### src/rtl/rab_lookup_arb_fsm.sv
// Round-robin arbiter + lookup-control FSM: steers the shared TLB lookup to one of NUM_PORTS ports.
// Accept/drop and interrupt pulses one cycle after the grant; the granted port is held until it sends or the watchdog fires.
module rab_lookup_arb_fsm #(
   parameter int AXI_ADDR_WIDTH = 40,
   parameter int NUM_PORTS      = 4,
   parameter int TIMEOUT_CYCLES = 0,
   localparam int IDX_W         = $clog2(NUM_PORTS)
) (
   input  logic                      Clk_CI,
   input  logic                      Rst_RBI,
   input  logic [NUM_PORTS-1:0]      addr_valid_i,
   input  logic [NUM_PORTS-1:0]      skip_i,
   input  logic [NUM_PORTS-1:0]      sent_i,
   input  logic                      no_hit_i,
   input  logic                      multiple_hit_i,
   input  logic                      no_prot_i,
   input  logic [AXI_ADDR_WIDTH-1:0] out_addr_i,
   input  logic                      master_select_i,
   output logic [NUM_PORTS-1:0]      port_sel_o,
   output logic [NUM_PORTS-1:0]      accept_o,
   output logic [NUM_PORTS-1:0]      drop_o,
   output logic [IDX_W-1:0]          grant_idx_o,
   output logic [AXI_ADDR_WIDTH-1:0] out_addr_reg_o,
   output logic                      master_select_reg_o,
   output logic                      busy_o,
   output logic                      int_miss_o,
   output logic                      int_multi_o,
   output logic                      int_prot_o,
   output logic                      int_timeout_o
);

   typedef enum logic {ST_READY = 1'b0, ST_WAIT = 1'b1} state_e;

   state_e                    r_state;
   logic [IDX_W-1:0]          r_rr_ptr;
   logic [IDX_W-1:0]          r_grant_idx;
   logic [NUM_PORTS-1:0]      r_accept;
   logic [NUM_PORTS-1:0]      r_drop;
   logic [AXI_ADDR_WIDTH-1:0] r_out_addr;
   logic                      r_msel;
   logic                      r_int_miss;
   logic                      r_int_multi;
   logic                      r_int_prot;
   logic                      r_int_timeout;

   logic                      w_any;
   logic                      w_found;
   int                        w_scan;
   logic [IDX_W-1:0]          w_scan_idx;
   logic [IDX_W-1:0]          w_pick;
   logic [IDX_W-1:0]          w_rr_next;
   logic [NUM_PORTS-1:0]      w_onehot;
   logic                      w_err;
   logic                      w_sent;
   logic                      w_expire;

   // Scan starts at the round-robin pointer and wraps, so the last winner has lowest priority.
   always_comb begin
      w_found    = 1'b0;
      w_scan     = 0;
      w_scan_idx = '0;
      w_pick     = '0;
      for (int k = 0; k < NUM_PORTS; k++) begin
         w_scan = int'(r_rr_ptr) + k;
         if (w_scan >= NUM_PORTS) w_scan = w_scan - NUM_PORTS;
         w_scan_idx = IDX_W'(w_scan);
         if (!w_found && addr_valid_i[w_scan_idx]) begin
            w_found = 1'b1;
            w_pick  = w_scan_idx;
         end
      end
   end

   assign w_any      = |addr_valid_i;
   assign w_rr_next  = (w_pick == IDX_W'(NUM_PORTS - 1)) ? '0 : w_pick + IDX_W'(1);
   assign w_onehot   = NUM_PORTS'(1) << w_pick;
   assign w_err      = no_hit_i | multiple_hit_i | ~no_prot_i | skip_i[w_pick];
   assign w_sent     = sent_i[r_grant_idx];
   assign port_sel_o = (r_state == ST_READY && w_any) ? w_onehot : '0;

   generate
      if (TIMEOUT_CYCLES > 0) begin : g_wdog
         localparam int CNT_W = $clog2(TIMEOUT_CYCLES + 1);
         logic [CNT_W-1:0] r_wdog_cnt;

         assign w_expire = (r_state == ST_WAIT) && !w_sent &&
                           (r_wdog_cnt == CNT_W'(TIMEOUT_CYCLES - 1));

         always_ff @(posedge Clk_CI or negedge Rst_RBI) begin
            if (!Rst_RBI) begin
               r_wdog_cnt <= '0;
            end else if (r_state != ST_WAIT || w_sent || w_expire) begin
               r_wdog_cnt <= '0;
            end else begin
               r_wdog_cnt <= r_wdog_cnt + CNT_W'(1);
            end
         end
      end else begin : g_no_wdog
         assign w_expire = 1'b0;
      end
   endgenerate

   always_ff @(posedge Clk_CI or negedge Rst_RBI) begin
      if (!Rst_RBI) begin
         r_state       <= ST_READY;
         r_rr_ptr      <= '0;
         r_grant_idx   <= '0;
         r_accept      <= '0;
         r_drop        <= '0;
         r_out_addr    <= '0;
         r_msel        <= 1'b0;
         r_int_miss    <= 1'b0;
         r_int_multi   <= 1'b0;
         r_int_prot    <= 1'b0;
         r_int_timeout <= 1'b0;
      end else begin
         r_accept      <= '0;
         r_drop        <= '0;
         r_int_miss    <= 1'b0;
         r_int_multi   <= 1'b0;
         r_int_prot    <= 1'b0;
         r_int_timeout <= 1'b0;
         case (r_state)
            ST_READY: begin
               if (w_any) begin
                  r_accept    <= w_err ? '0 : w_onehot;
                  r_drop      <= w_err ? w_onehot : '0;
                  r_int_miss  <= no_hit_i;
                  r_int_multi <= multiple_hit_i;
                  r_int_prot  <= ~no_prot_i;
                  r_out_addr  <= out_addr_i;
                  r_msel      <= master_select_i;
                  r_grant_idx <= w_pick;
                  r_rr_ptr    <= w_rr_next;
                  r_state     <= ST_WAIT;
               end
            end
            ST_WAIT: begin
               // sent takes priority over a simultaneous watchdog expiry
               if (w_sent) begin
                  r_state <= ST_READY;
               end else if (w_expire) begin
                  r_int_timeout <= 1'b1;
                  r_state       <= ST_READY;
               end
            end
            default: r_state <= ST_READY;
         endcase
      end
   end

   assign accept_o            = r_accept;
   assign drop_o              = r_drop;
   assign grant_idx_o         = r_grant_idx;
   assign out_addr_reg_o      = r_out_addr;
   assign master_select_reg_o = r_msel;
   assign busy_o              = (r_state == ST_WAIT);
   assign int_miss_o          = r_int_miss;
   assign int_multi_o         = r_int_multi;
   assign int_prot_o          = r_int_prot;
   assign int_timeout_o       = r_int_timeout;

endmodule

### config.mk
export PLATFORM = sky130hd
export DESIGN_NAME = rab_lookup_arb_fsm
export DESIGN_NICKNAME = d
export VERILOG_FILES = /design/src/rtl/rab_lookup_arb_fsm.sv
export SDC_FILE = /design/constraint.sdc
export NUM_CORES = 1
export LEC_CHECK = 0
export ABC_AREA = 0
export CAP_MARGIN = 0
export CORE_MARGIN = 4
export CORE_UTILIZATION = 43
export DETAILED_ROUTE_END_ITERATION = 7
export PLACE_DENSITY = 0.85
export SLEW_MARGIN = 10
export SYNTH_ARGS = -nofsm -noshare
export SYNTH_HDL_FRONTEND = slang
export SYNTH_SLANG_ARGS = --single-unit
### constraint.sdc
create_clock -name Clk_CI -period 3.6 [get_ports Clk_CI]
set_input_delay 0.72 -clock Clk_CI [delete_from_list [all_inputs] [get_ports Clk_CI]]
set_output_delay 0.72 -clock Clk_CI [all_outputs]
set_load 0.02 [all_outputs]
==> results.sh <==
export IMPL_synthArstFlopShare_pct=100
export IMPL_drive_gt1_share_pct=9.35
export IMPL_leakage_uw=0.00189
export IMPL_p_total_uw=3300
export IMPL_min_period_ns=3.48
export IMPL_syn_nets=315
export IMPL_ys_seq_elements=57
export IMPL_hold_ws_ns=0.414
export IMPL_cpLargestDelayFamily="buffers and inverters"
export IMPL_die_x_um=81.8
export IMPL_syn_avg_cell_area_um2=9.26
export IMPL_end_kind="output port"
export IMPL_die_h_um=81.8
export IMPL_setup_viol=0
export IMPL_p_sw_uw=1310
export IMPL_start_util_pct=45.0
export IMPL_hold_viol=0
export IMPL_max_slew_margin_pct=57.5
export IMPL_finalCritPeriodShare_pct=96.6
export IMPL_max_stage_delay_ns=0.60
export IMPL_postSynthCellCount=253
export IMPL_grt_max_degree=30
export IMPL_yosysTopAreaCell="dfrtp_1"
export IMPL_layout_nets=442
export IMPL_tritoncts="yes"
export IMPL_ir_drop_v=0.000489
export IMPL_layout_common_cells="137 x nand2_1, 112 x clkdlybuf4s50_1, 57 x dfrtp_1"
export IMPL_core_area_um2=5200
export IMPL_die_area_um2=6690
export IMPL_clkPwrFrac_pct=16.9
export IMPL_cts_clk_slew_worst_paths_ns=0.06
export IMPL_finalClockSkew_ns=0.00866
export IMPL_area_delta_synth_final_pct=63.0
export IMPL_r2r_start="r_rr_ptr[1]$_DFFE_PN0P_"
export IMPL_crit_buf_inv=4
export IMPL_grt_overflow=0
export IMPL_endpoint="port_sel_o[3]"
export IMPL_reg2reg_depth=8
export IMPL_synth_area_um2=2340
export IMPL_tns_ns=0
export IMPL_dr_pass1_iters=4
export IMPL_place_gp_congestion=0.790
export IMPL_initialDrtViolationCount=85
export IMPL_synthTopCellsByArea="dfrtp_1 61%, nand2_1 22%, ha_1 2.1%"
export IMPL_crit_chain="clkdlybuf4s50_1, inv_1, o211a_1, nor3_4, ha_1, nand2_1, inv_1, clkdlybuf4s50_1"
export IMPL_crit_fanout=5
export IMPL_status="complete, no violations"
export IMPL_slew_violations=0
export IMPL_grt_antenna_before_repair=0
export IMPL_internal_power_uw=1990
export IMPL_regArea_um2=1430
export IMPL_port_buffers=116
export IMPL_clk_latency_ns=0.33
export IMPL_reg2reg_to="drop_o[2]$_DFF_PN0_"
export IMPL_cts_buffer_depth=2
export IMPL_critPathSlowestCell="clkdlybuf4s50_1"
export IMPL_final_core_util_pct=73.4
export IMPL_multi_input_area_um2=843
export IMPL_r2r_slack_ns=1.40
export IMPL_grt_pass1_wl_um=10100
export IMPL_crit_start="addr_valid_i[1]"
export IMPL_maxCapViolations=0
export IMPL_clock_sinks=57
export IMPL_synth_edf_count=0
export IMPL_avgRoutedWirePerCell_um=14.1
export IMPL_synth_seq_area_share_pct=60.9
export IMPL_fillers=399
export IMPL_cp_depth=8
export IMPL_p_comb_share_pct=50.3
export IMPL_viasPerCell=4.81
export IMPL_cts_root_buf="clkbuf_8"
export IMPL_track_usage_pct=19.9
export IMPL_worstSetupStartpointType="primary input"
export IMPL_grt_pass1_vias=2246
export IMPL_pwr_share_seq_pct=32.8
export IMPL_ys_types=29
export IMPL_rsz0062_at_grt="no"
export IMPL_tightest_slew_ns=0.638
export IMPL_num_vias=2187
export IMPL_drc=0
export IMPL_yosysWarnings=0
export IMPL_rows=26
export IMPL_synth_top_area_share_pct=60.9
export IMPL_cts_buffers=9
export IMPL_cp_data_required_time_ns=2.88
export IMPL_ant_nets=0
export IMPL_final_common_cell="nand2_1"
export IMPL_hpwl_um=4700
export IMPL_synth_top_flop_cell="dfrtp_1"
export IMPL_cp_arrival_ns=2.76
export IMPL_io_pins=118
export IMPL_hold_class="primary input to async pin"
export IMPL_fmax_mhz=288
export IMPL_antenna_cells=0
export IMPL_switching_share_pct=39.8
export IMPL_finalWirelength_um=6390
export IMPL_power_density_nw_per_um2=864
export IMPL_htreeDepth=3
export IMPL_crit_type="primary input to output port"
metrics by stage:
| stage | setup slack [ns] | cells | area, um^2 |
|---|---|---|---|
| floorplan | 1.07 | 253 | 2340 |
| global placement | 0.0720 | 435 | 3590 |
| detailed placement | -0.0326 | 435 | 3590 |
| CTS | 0.0419 | 453 | 3790 |
| global route | 0.0362 | 455 | 3820 |
| finish | 0.123 | 455 | 3820 |
synthesized netlist by cell type (2+ instances only):
| library cell | count |
|---|---|
| a21oi_1 | 6 |
| dfrtp_1 | 57 |
| nand2_1 | 137 |
| nor3b_1 | 2 |
| nor2_1 | 4 |
| nor3_1 | 4 |
| clkbuf_1 | 5 |
| or2_1 | 2 |
| buf_6 | 2 |
| a2111oi_2 | 2 |
| inv_1 | 7 |
| buf_1 | 3 |
| and2_1 | 2 |
| a2111o_1 | 2 |
| ha_1 | 4 |
worst reg2reg max path, delay by kind of cell, from the launching register on:
kind | cells | cell delay [ns]
compound gates | 2 | 0.67
buf+inv | 3 | 0.40
simple gates | 3 | 0.56
flops | 1 | 0.43
state kept, by name (all words and copies together), names as in the netlist, 2 cells and up:
| signal | count |
|---|---|
| grant_idx_o | 2 |
| out_addr_reg_o | 40 |
| accept_o | 4 |
| r_rr_ptr | 2 |
| drop_o | 4 |
per-layer routing:
layer,vias to the layer above,global-route usage [%],wire (um)
li1,1043,-,-
met1,1040,22.0,2450
met2,92,34.4,3180
met3,12,6.91,644
met4,0,8.80,116
met5,-,0,0
worst min-delay path by stage:
stage                                   startpoint                        endpoint  slack (ns)
detailed placement  out_addr_reg_o[25]$_DFFE_PN0P_  out_addr_reg_o[25]$_DFFE_PN0P_        0.46
floorplan                                  Rst_RBI           accept_o[0]$_DFF_PN0_        0.42
global route                               Rst_RBI  out_addr_reg_o[25]$_DFFE_PN0P_        0.45
global placement    out_addr_reg_o[35]$_DFFE_PN0P_  out_addr_reg_o[35]$_DFFE_PN0P_        0.46
finish                                     Rst_RBI  out_addr_reg_o[17]$_DFFE_PN0P_        0.41
CTS                                        Rst_RBI   out_addr_reg_o[9]$_DFFE_PN0P_        0.42
cell type report:
class / count / share of cell area [%]
timing repair buffer: 127 / 32.4
clock inverter: 2 / 0.262
tap: 70 / 2.29
multi-input combinational: 177 / 22.1
inverter: 8 / 0.786
clock buffer: 14 / 4.78
sequential: 57 / 37.4
timing repair:
| item | 4_1_cts | 5_1_grt |
|---|---|---|
| pin swaps | 2 | 3 |
| gates resized for setup | 2 | 3 |
| hold buffers | 0 | 0 |
| cloned | 0 | 1 |
| endpoints found under the setup margin | 3 | 2 |
| buffers inserted | 2 | 1 |
power groups by stage:
stage,registers [uW],logic (uW),clock network (uW)
detailed placement,1090,1650,0
global route,1120,1810,605
CTS,1080,1670,567
finish,1080,1660,557
floorplan,1400,529,0
global placement,1070,1610,0
kinds of logic (layout without fill, tap and decap cells):
kind of cell | count (synthesis) | count (layout) | share of synthesized area, %
adder cells (fa/ha/maj) | 4 | 4 | 2.14
AND/OR/NAND/NOR | 155 | 156 | 26.7
multiplexers | 1 | 1 | 0.961
flip-flops | 57 | 57 | 60.9
AO/OA/AOI/OAI | 15 | 15 | 5.07
buffers and inverters | 20 | 151 | 4.06
other | 1 | 1 | 0.160
No activity file was read; power rests on OpenSTA's default activity.
